$ cat config.mk
export PLATFORM = sky130hd
export DESIGN_NAME = user_reg_hub
export DESIGN_NICKNAME = d
export VERILOG_FILES = /design/src/rtl/user_reg_hub.sv
export SDC_FILE = /design/constraint.sdc
export NUM_CORES = 1
export LEC_CHECK = 0
export CAP_MARGIN = 40
export CORE_UTILIZATION = 44
export DETAILED_ROUTE_END_ITERATION = 10
export GPL_TIMING_DRIVEN = 0
export PLACE_DENSITY = 0.81
export SYNTH_ARGS = -nofsm -noshare
export SYNTH_HDL_FRONTEND = slang
export SYNTH_SLANG_ARGS = --single-unit
$ cat constraint.sdc
create_clock -name i_user_clk -period 3.6 [get_ports i_user_clk]
set_input_delay 0.72 -clock i_user_clk [delete_from_list [all_inputs] [get_ports i_user_clk]]
set_output_delay 0.72 -clock i_user_clk [all_outputs]
set_load 0.1 [all_outputs]
$ cat src/rtl/user_reg_hub.sv
// Register-interface hub: fans one host register port out to NUM_SLAVES slaves,
// and always answers a read, with an error word on a decode miss or a timeout.
module user_reg_hub #(
  parameter int unsigned NUM_SLAVES = 4,
  parameter int unsigned ADDR_W     = 20,
  parameter int unsigned DATA_W     = 32,
  parameter int unsigned SLV_ADDR_W = 16,
  parameter int unsigned TIMEOUT    = 255,
  parameter logic [31:0] ERR_DATA   = 32'hDEAD_BEEF
) (
  input  logic                         i_user_clk,
  input  logic                         i_rst_n,
  input  logic [ADDR_W-1:0]            i_user_addr,
  input  logic [DATA_W-1:0]            i_user_data,
  input  logic                         i_user_wr_req,
  input  logic                         i_user_rd_req,
  output logic [DATA_W-1:0]            o_user_data,
  output logic                         o_user_rd_ack,
  output logic [SLV_ADDR_W-1:0]        o_slv_addr,
  output logic [DATA_W-1:0]            o_slv_data,
  output logic [NUM_SLAVES-1:0]        o_slv_wr_req,
  output logic [NUM_SLAVES-1:0]        o_slv_rd_req,
  input  logic [NUM_SLAVES*DATA_W-1:0] i_slv_data,
  input  logic [NUM_SLAVES-1:0]        i_slv_rd_ack,
  input  logic                         i_err_clr,
  output logic                         o_err,
  output logic [7:0]                   o_timeout_cnt
);

  localparam int unsigned       SEL_W      = (NUM_SLAVES > 1) ? $clog2(NUM_SLAVES) : 1;
  localparam logic [SEL_W:0]    NUM_SLV_W  = (SEL_W + 1)'(NUM_SLAVES);
  localparam logic [15:0]       TIMEOUT_W  = 16'(TIMEOUT);
  localparam logic [DATA_W-1:0] ERR_WORD   = DATA_W'(ERR_DATA);

  typedef enum logic [1:0] {
    IDLE    = 2'd0,
    RD_WAIT = 2'd1,
    RESP    = 2'd2
  } state_e;

  state_e                  state_q, state_d;
  logic [SEL_W-1:0]        sel_q, sel_d;
  logic [15:0]             wait_q, wait_d;
  logic [DATA_W-1:0]       resp_data_q, resp_data_d;
  logic [DATA_W-1:0]       user_data_q, user_data_d;
  logic                    user_rd_ack_q, user_rd_ack_d;
  logic [SLV_ADDR_W-1:0]   slv_addr_q, slv_addr_d;
  logic [DATA_W-1:0]       slv_data_q, slv_data_d;
  logic [NUM_SLAVES-1:0]   slv_wr_q, slv_wr_d;
  logic [NUM_SLAVES-1:0]   slv_rd_q, slv_rd_d;
  logic                    err_q, err_d;
  logic [7:0]              tcnt_q, tcnt_d;

  logic [SEL_W-1:0]        sel;
  logic                    hit;
  logic [NUM_SLAVES-1:0]   sel_oh;
  logic                    ack_sel;
  logic [DATA_W-1:0]       rdata_sel;
  logic                    err_set;
  logic                    timeout;

  assign sel = i_user_addr[SLV_ADDR_W +: SEL_W];
  assign hit = ({1'b0, sel} < NUM_SLV_W);

  if (ADDR_W > SLV_ADDR_W + SEL_W) begin : g_addr_hi
    logic unused_addr_hi;
    assign unused_addr_hi = ^i_user_addr[ADDR_W-1:SLV_ADDR_W+SEL_W];
  end

  // Request one-hot decode, plus ack/data mux for the slave latched at read issue.
  always_comb begin
    sel_oh    = '0;
    ack_sel   = 1'b0;
    rdata_sel = '0;
    for (int k = 0; k < NUM_SLAVES; k++) begin
      sel_oh[k] = (sel == SEL_W'(k));
      if (sel_q == SEL_W'(k)) begin
        ack_sel   = i_slv_rd_ack[k];
        rdata_sel = i_slv_data[k*DATA_W +: DATA_W];
      end
    end
  end

  always_comb begin
    // NOTE: every variable gets a default first so no path leaves it unassigned (no latches).
    state_d       = state_q;
    sel_d         = sel_q;
    wait_d        = wait_q;
    resp_data_d   = resp_data_q;
    user_data_d   = user_data_q;
    user_rd_ack_d = 1'b0;
    slv_addr_d    = slv_addr_q;
    slv_data_d    = slv_data_q;
    slv_wr_d      = '0;
    slv_rd_d      = '0;
    err_set       = 1'b0;
    timeout       = 1'b0;

    if (i_user_wr_req) begin
      if (hit) begin
        slv_wr_d   = sel_oh;
        slv_addr_d = i_user_addr[SLV_ADDR_W-1:0];
        slv_data_d = i_user_data;
      end else begin
        err_set = 1'b1;
      end
    end

    // Only one read may be outstanding; a read arriving mid-transaction is dropped.
    if (i_user_rd_req && (state_q != IDLE)) err_set = 1'b1;

    case (state_q)
      IDLE: begin
        if (i_user_rd_req) begin
          if (hit) begin
            slv_rd_d   = sel_oh;
            slv_addr_d = i_user_addr[SLV_ADDR_W-1:0];
            sel_d      = sel;
            wait_d     = '0;
            state_d    = RD_WAIT;
          end else begin
            resp_data_d = ERR_WORD;
            err_set     = 1'b1;
            state_d     = RESP;
          end
        end
      end
      RD_WAIT: begin
        if (ack_sel) begin
          resp_data_d = rdata_sel;
          state_d     = RESP;
        end else begin
          wait_d = wait_q + 16'd1;
          if (wait_d == TIMEOUT_W) begin
            resp_data_d = ERR_WORD;
            err_set     = 1'b1;
            timeout     = 1'b1;
            state_d     = RESP;
          end
        end
      end
      RESP: begin
        user_rd_ack_d = 1'b1;
        user_data_d   = resp_data_q;
        state_d       = IDLE;
      end
      default: state_d = IDLE;
    endcase

    // A set event in the same cycle as a clear wins.
    err_d  = err_set | (err_q & ~i_err_clr);
    tcnt_d = i_err_clr ? 8'd0 : tcnt_q;
    if (timeout && (tcnt_d != 8'hFF)) tcnt_d = tcnt_d + 8'd1;
  end

  // NOTE: state registers use non-blocking assignments so every flop samples pre-edge values.
  always_ff @(posedge i_user_clk or negedge i_rst_n) begin
    if (!i_rst_n) begin
      state_q       <= IDLE;
      sel_q         <= '0;
      wait_q        <= '0;
      resp_data_q   <= '0;
      user_data_q   <= '0;
      user_rd_ack_q <= 1'b0;
      slv_addr_q    <= '0;
      slv_data_q    <= '0;
      slv_wr_q      <= '0;
      slv_rd_q      <= '0;
      err_q         <= 1'b0;
      tcnt_q        <= '0;
    end else begin
      state_q       <= state_d;
      sel_q         <= sel_d;
      wait_q        <= wait_d;
      resp_data_q   <= resp_data_d;
      user_data_q   <= user_data_d;
      user_rd_ack_q <= user_rd_ack_d;
      slv_addr_q    <= slv_addr_d;
      slv_data_q    <= slv_data_d;
      slv_wr_q      <= slv_wr_d;
      slv_rd_q      <= slv_rd_d;
      err_q         <= err_d;
      tcnt_q        <= tcnt_d;
    end
  end

  assign o_user_data   = user_data_q;
  assign o_user_rd_ack = user_rd_ack_q;
  assign o_slv_addr    = slv_addr_q;
  assign o_slv_data    = slv_data_q;
  assign o_slv_wr_req  = slv_wr_q;
  assign o_slv_rd_req  = slv_rd_q;
  assign o_err         = err_q;
  assign o_timeout_cnt = tcnt_q;

endmodule

==> run_summary.xml <==
<?xml version="1.0" encoding="UTF-8"?>
<metrics>
  <group name="placement">
    <metric name="gp_routability_congestion" unit="">0.8112</metric>
    <metric name="place_area" unit="mm^2">0.01226</metric>
    <metric name="port_buffers" unit="">281</metric>
    <metric name="detailed_place_hpwl" unit="um">19420</metric>
    <metric name="placed_cells_incl_taps" unit="">1160</metric>
  </group>
  <group name="clock_network">
    <metric name="clock_tree.root_cell" unit="">sky130_fd_sc_hd__clkbuf_16</metric>
    <metric name="clock_tree.buffer_depth" unit="">2</metric>
    <metric name="clock_tree.htree_level_count" unit="">4</metric>
    <metric name="postCtsResizedCells" unit="">0</metric>
    <metric name="tritoncts" unit="">done</metric>
    <metric name="postCtsHoldBufs" unit="">0</metric>
    <metric name="clk_latency" unit="ns">0.42</metric>
    <metric name="cts_inserted_buffers" unit="">17</metric>
    <metric name="clk_pin_slew_worst_paths" unit="ns">0.07</metric>
    <metric name="post-cts-setup-buffers" unit="">0</metric>
    <metric name="cts_sinks" unit="">150</metric>
  </group>
  <group name="floorplan">
    <metric name="initial_utilization" unit="%">45.04</metric>
    <metric name="die_h" unit="um">129.3</metric>
    <metric name="design.die.area" unit="mm^2">0.01671</metric>
    <metric name="design.core.area" unit="mm^2">0.01583</metric>
    <metric name="number_of_top_level_pins" unit="">287</metric>
    <metric name="row_count" unit="">46</metric>
    <metric name="horizontal_extent_of_the_die" unit="um">129.3</metric>
  </group>
  <group name="worst_setup_path">
    <metric name="worst_r2r_endpoint" unit="">resp_data_q[5]</metric>
    <metric name="r2r_cells" unit="">8</metric>
    <metric name="timing.critical_path.slowest_stage_cell" unit="">sky130_fd_sc_hd__nor4b_1</metric>
    <metric name="critical_path.cell_chain" unit="">ha_1 -&gt; nand3_1 -&gt; or3_1 -&gt; nor4b_1 -&gt; a2bb2oi_4 -&gt; nand2_4 -&gt; buf_2 -&gt; a21oi_1</metric>
    <metric name="critical_path_buf_inv_count" unit="">1</metric>
    <metric name="timing.critical_path.depth" unit="">8</metric>
    <metric name="critPathRequiredTime" unit="ns">3.92</metric>
    <metric name="crit_family" unit="">simple AND/OR/NAND/NOR gates</metric>
    <metric name="worstReg2RegStart" unit="">wait_q[0]</metric>
    <metric name="cp_max_fo" unit="">10</metric>
    <metric name="worst_ep_arrival_time" unit="ns">3.33</metric>
    <metric name="critical_path_class" unit="">reg -&gt; reg</metric>
    <metric name="startpoint_type" unit="">register</metric>
    <metric name="reg2reg_slack" unit="ns">0.59</metric>
    <metric name="critical_path_end_type" unit="">register</metric>
    <metric name="crit_path_max_incr_delay" unit="ns">0.55</metric>
  </group>
  <group name="drt">
    <metric name="firstDrtPassIters" unit="">5</metric>
    <metric name="initialDrtViolationCount" unit="">411</metric>
    <metric name="post-route-drc-count" unit="">0</metric>
    <metric name="num_vias" unit="">6626</metric>
    <metric name="viasPerCell" unit="">5.559</metric>
    <metric name="route.final.wire_length" unit="um">25400</metric>
    <metric name="postRouteAntennaNets" unit="">0</metric>
    <metric name="post_drt_wl_per_cell" unit="um">21.31</metric>
  </group>
  <group name="synth">
    <metric name="number_of_nets_in_the_synthesized_netlist" unit="">754</metric>
    <metric name="share_of_synthesized_registers_carrying_an_async_set_or_reset" unit="%">100.0</metric>
    <metric name="netlist-cell-type-count" unit="">47</metric>
    <metric name="post_synth_inst_count" unit="">562</metric>
    <metric name="synth_seq_area_share" unit="%">52.66</metric>
    <metric name="synth.cell_area" unit="mm^2">0.007128</metric>
    <metric name="postSynthRegisterBits" unit="">150</metric>
    <metric name="ys_dominant_reg_cell" unit="">sky130_fd_sc_hd__dfrtp_1</metric>
    <metric name="synth_edf_count" unit="">0</metric>
    <metric name="synth.avg_cell_area" unit="um^2">12.68</metric>
    <metric name="yosys_warnings" unit="">0</metric>
  </group>
  <group name="finish">
    <metric name="post_layout_nonfiller_instances" unit="">1192</metric>
    <metric name="postLayoutCellArea" unit="mm^2">0.01285</metric>
    <metric name="layout-drive-gt1-share" unit="%">27.46</metric>
    <metric name="num_antenna_cells" unit="">0</metric>
    <metric name="p_r_area_growth_vs_syn" unit="%">80.34</metric>
    <metric name="number_of_nets_in_the_final_layout" unit="">1155</metric>
    <metric name="mostFrequentLayoutCell" unit="">sky130_fd_sc_hd__clkdlybuf4s50_1</metric>
    <metric name="filler_cell_count" unit="">791</metric>
    <metric name="mostFrequentLayoutCells" unit="">sky130_fd_sc_hd__clkdlybuf4s50_1, sky130_fd_sc_hd__dfrtp_1, sky130_fd_sc_hd__mux2_2, sky130_fd_sc_hd__buf_8, sky130_fd_sc_hd__nor2_1</metric>
  </group>
  <group name="sta">
    <metric name="final_max_slew_viol_count" unit="">0</metric>
    <metric name="final_min_period_over_clock_period" unit="%">83.68</metric>
    <metric name="max_freq" unit="GHz">0.3319</metric>
    <metric name="count_of_final_hold_check_violations" unit="">0</metric>
    <metric name="maxSlewHeadroom" unit="%">45.30</metric>
    <metric name="finalCriticalPeriod" unit="ns">3.013</metric>
    <metric name="worst-slew-pin-transition" unit="ns">0.8205</metric>
    <metric name="grt_setup_unrepaired" unit="">no</metric>
    <metric name="setup-violations-final" unit="">0</metric>
    <metric name="worst_clock_skew" unit="ns">0.007793</metric>
  </group>
  <group name="grt">
    <metric name="grt_pass1_vias" unit="">7266</metric>
    <metric name="wire_length_of_the_first_global_routing_pass" unit="um">39030</metric>
    <metric name="overall_global_routing_usage" unit="%">31.93</metric>
    <metric name="grt-ovfl-total" unit="">0</metric>
    <metric name="antenna_found_initial" unit="">0</metric>
    <metric name="grt_start_max_net_pins" unit="">56</metric>
  </group>
  <group name="pwr">
    <metric name="comb_power_share" unit="%">59.2</metric>
    <metric name="power.internal" unit="mW">5.900</metric>
    <metric name="worst_ir_drop_vdd" unit="uV">741.4</metric>
    <metric name="clock_network_power_share" unit="%">17.1</metric>
    <metric name="power.switching" unit="mW">4.669</metric>
    <metric name="p_sw_share" unit="%">44.17</metric>
    <metric name="power_leakage" unit="nW">5.341</metric>
    <metric name="power.sequential.fraction" unit="%">23.7</metric>
    <metric name="power_density" unit="mW/mm^2">822.1</metric>
  </group>
  <group name="status">
    <metric name="outcome" unit="">finished clean</metric>
  </group>
  <group name="hold_path">
    <metric name="hold_class" unit="">in -&gt; async</metric>
  </group>
  <group name="flow_run">
    <metric name="cap_viol_max_count" unit="">0</metric>
  </group>
</metrics>
[Yosys cell counts, drive strengths merged, types with 2 or more instances]
library cell  instances  area, um^2
nor4                  4       25.02
and4                  3       26.28
a21oi                31       155.2
nand2                22       90.09
clkbuf               31       116.4
nor2                 44       165.2
and2                  3       18.77
o21ai                23       115.1
mux4                 33       743.2
nor3                  3       15.01
nand2b                2       12.51
xnor2                 6       52.55
mux2                 84       945.9
nand4                 9       56.30
inv                   4       15.01
buf                   9       48.80
o31ai                 6       45.04
dfrtp               150        3754
a31o                  9       78.83
and3                 10       62.56
nor2b                 9       56.30
a22o                  9       78.83
o22ai                24       150.1
mux2i                 3       30.03
nand3                 9       55.05
a41oi                 2       17.52
a31oi                 2       12.51
ha                    3       37.54
or4                   2       18.77
nor3b                 2       15.01
a21o                  2       15.01
[final cells by class]
type	count	area, um^2	share of cell area [%]
plain buffers	40	165.2	1.285
clock buffers	17	425.4	3.309
clock inverters	15	172.7	1.343
inverters	4	15.01	0.1168
multi-input cells	368	3194	24.85
flip-flops and latches	150	3754	29.20
well taps	216	270.3	2.102
repair buffers	382	4858	37.79
[power by group through the flow]
stage | clock network, mW | registers (mW) | logic, mW
floorplan | 0 | 4.30 | 1.70
global placement | 0 | 2.46 | 4.75
detailed placement | 0 | 2.51 | 6.21
CTS | 1.82 | 2.49 | 6.27
global route | 1.89 | 2.54 | 6.51
finish | 1.81 | 2.51 | 6.26
[worst register-to-register path, stage by stage (launching register included)]
cell	delay, ns
sky130_fd_sc_hd__dfrtp_1	0.43
sky130_fd_sc_hd__ha_1	0.26
sky130_fd_sc_hd__nand3_1	0.20
sky130_fd_sc_hd__or3_1	0.45
sky130_fd_sc_hd__nor4b_1	0.55
sky130_fd_sc_hd__a2bb2oi_4	0.36
sky130_fd_sc_hd__nand2_4	0.17
sky130_fd_sc_hd__buf_2	0.24
sky130_fd_sc_hd__a21oi_1	0.25
[kinds of logic (layout without fill, tap and decap cells)]
logic type | Yosys count | in the layout | synth area share [%]
xor gates and xnor gates | 7 | 7 | 0.8601
AOI/OAI and AO/OA | 112 | 112 | 10.13
buffers and inverters | 44 | 458 | 2.528
and+or+nand+nor | 126 | 126 | 9.180
adders and majority gates | 3 | 3 | 0.5266
muxes | 120 | 120 | 24.12
DFF | 150 | 150 | 52.66
[worst max-delay path by stage]
stage                          start               end  slack [ns]
floorplan           o_timeout_cnt[0]  o_timeout_cnt[4]        1.10
global placement             i_rst_n        wait_q[10]       -4.26
detailed placement   i_slv_rd_ack[3]         wait_q[9]        0.30
CTS                        wait_q[0]    resp_data_q[5]        0.60
global route               wait_q[0]    resp_data_q[5]        0.31
finish                     wait_q[0]    resp_data_q[5]        0.59
[state kept, by name, summed over array words and instances, names as in the netlist, 4 cells and up]
name	count
o_slv_rd_req	4
resp_data_q	32
o_user_data	32
o_slv_addr	16
o_timeout_cnt	8
o_slv_wr_req	4
wait_q	16
o_slv_data	32
[stage by stage]
step	TNS, ns	util, %	total power, mW	worst slack [ns]	hold WS (ns)
after floorplan	0	-	5.996	1.097	0.4244
after global placement	-637.28	64.51	7.209	-4.257	0.4802
after detailed placement	0	77.44	8.719	0.2997	0.4945
after CTS	0	81.22	10.58	0.6029	0.2132
after global routing	0	81.22	10.94	0.3085	0.2262
final	0	81.22	10.57	0.5873	0.2005
[metal layers]
metal | vias to the layer above | track usage, % | share of wire [%]
li1 | 2907 | - | -
met1 | 3288 | 32.15 | 33
met2 | 340 | 60.34 | 56
met3 | 91 | 6.028 | 5.4
met4 | 0 | 20.14 | 5.6
met5 | - | 0 | 0
No activity file was read; power rests on OpenSTA's default activity.
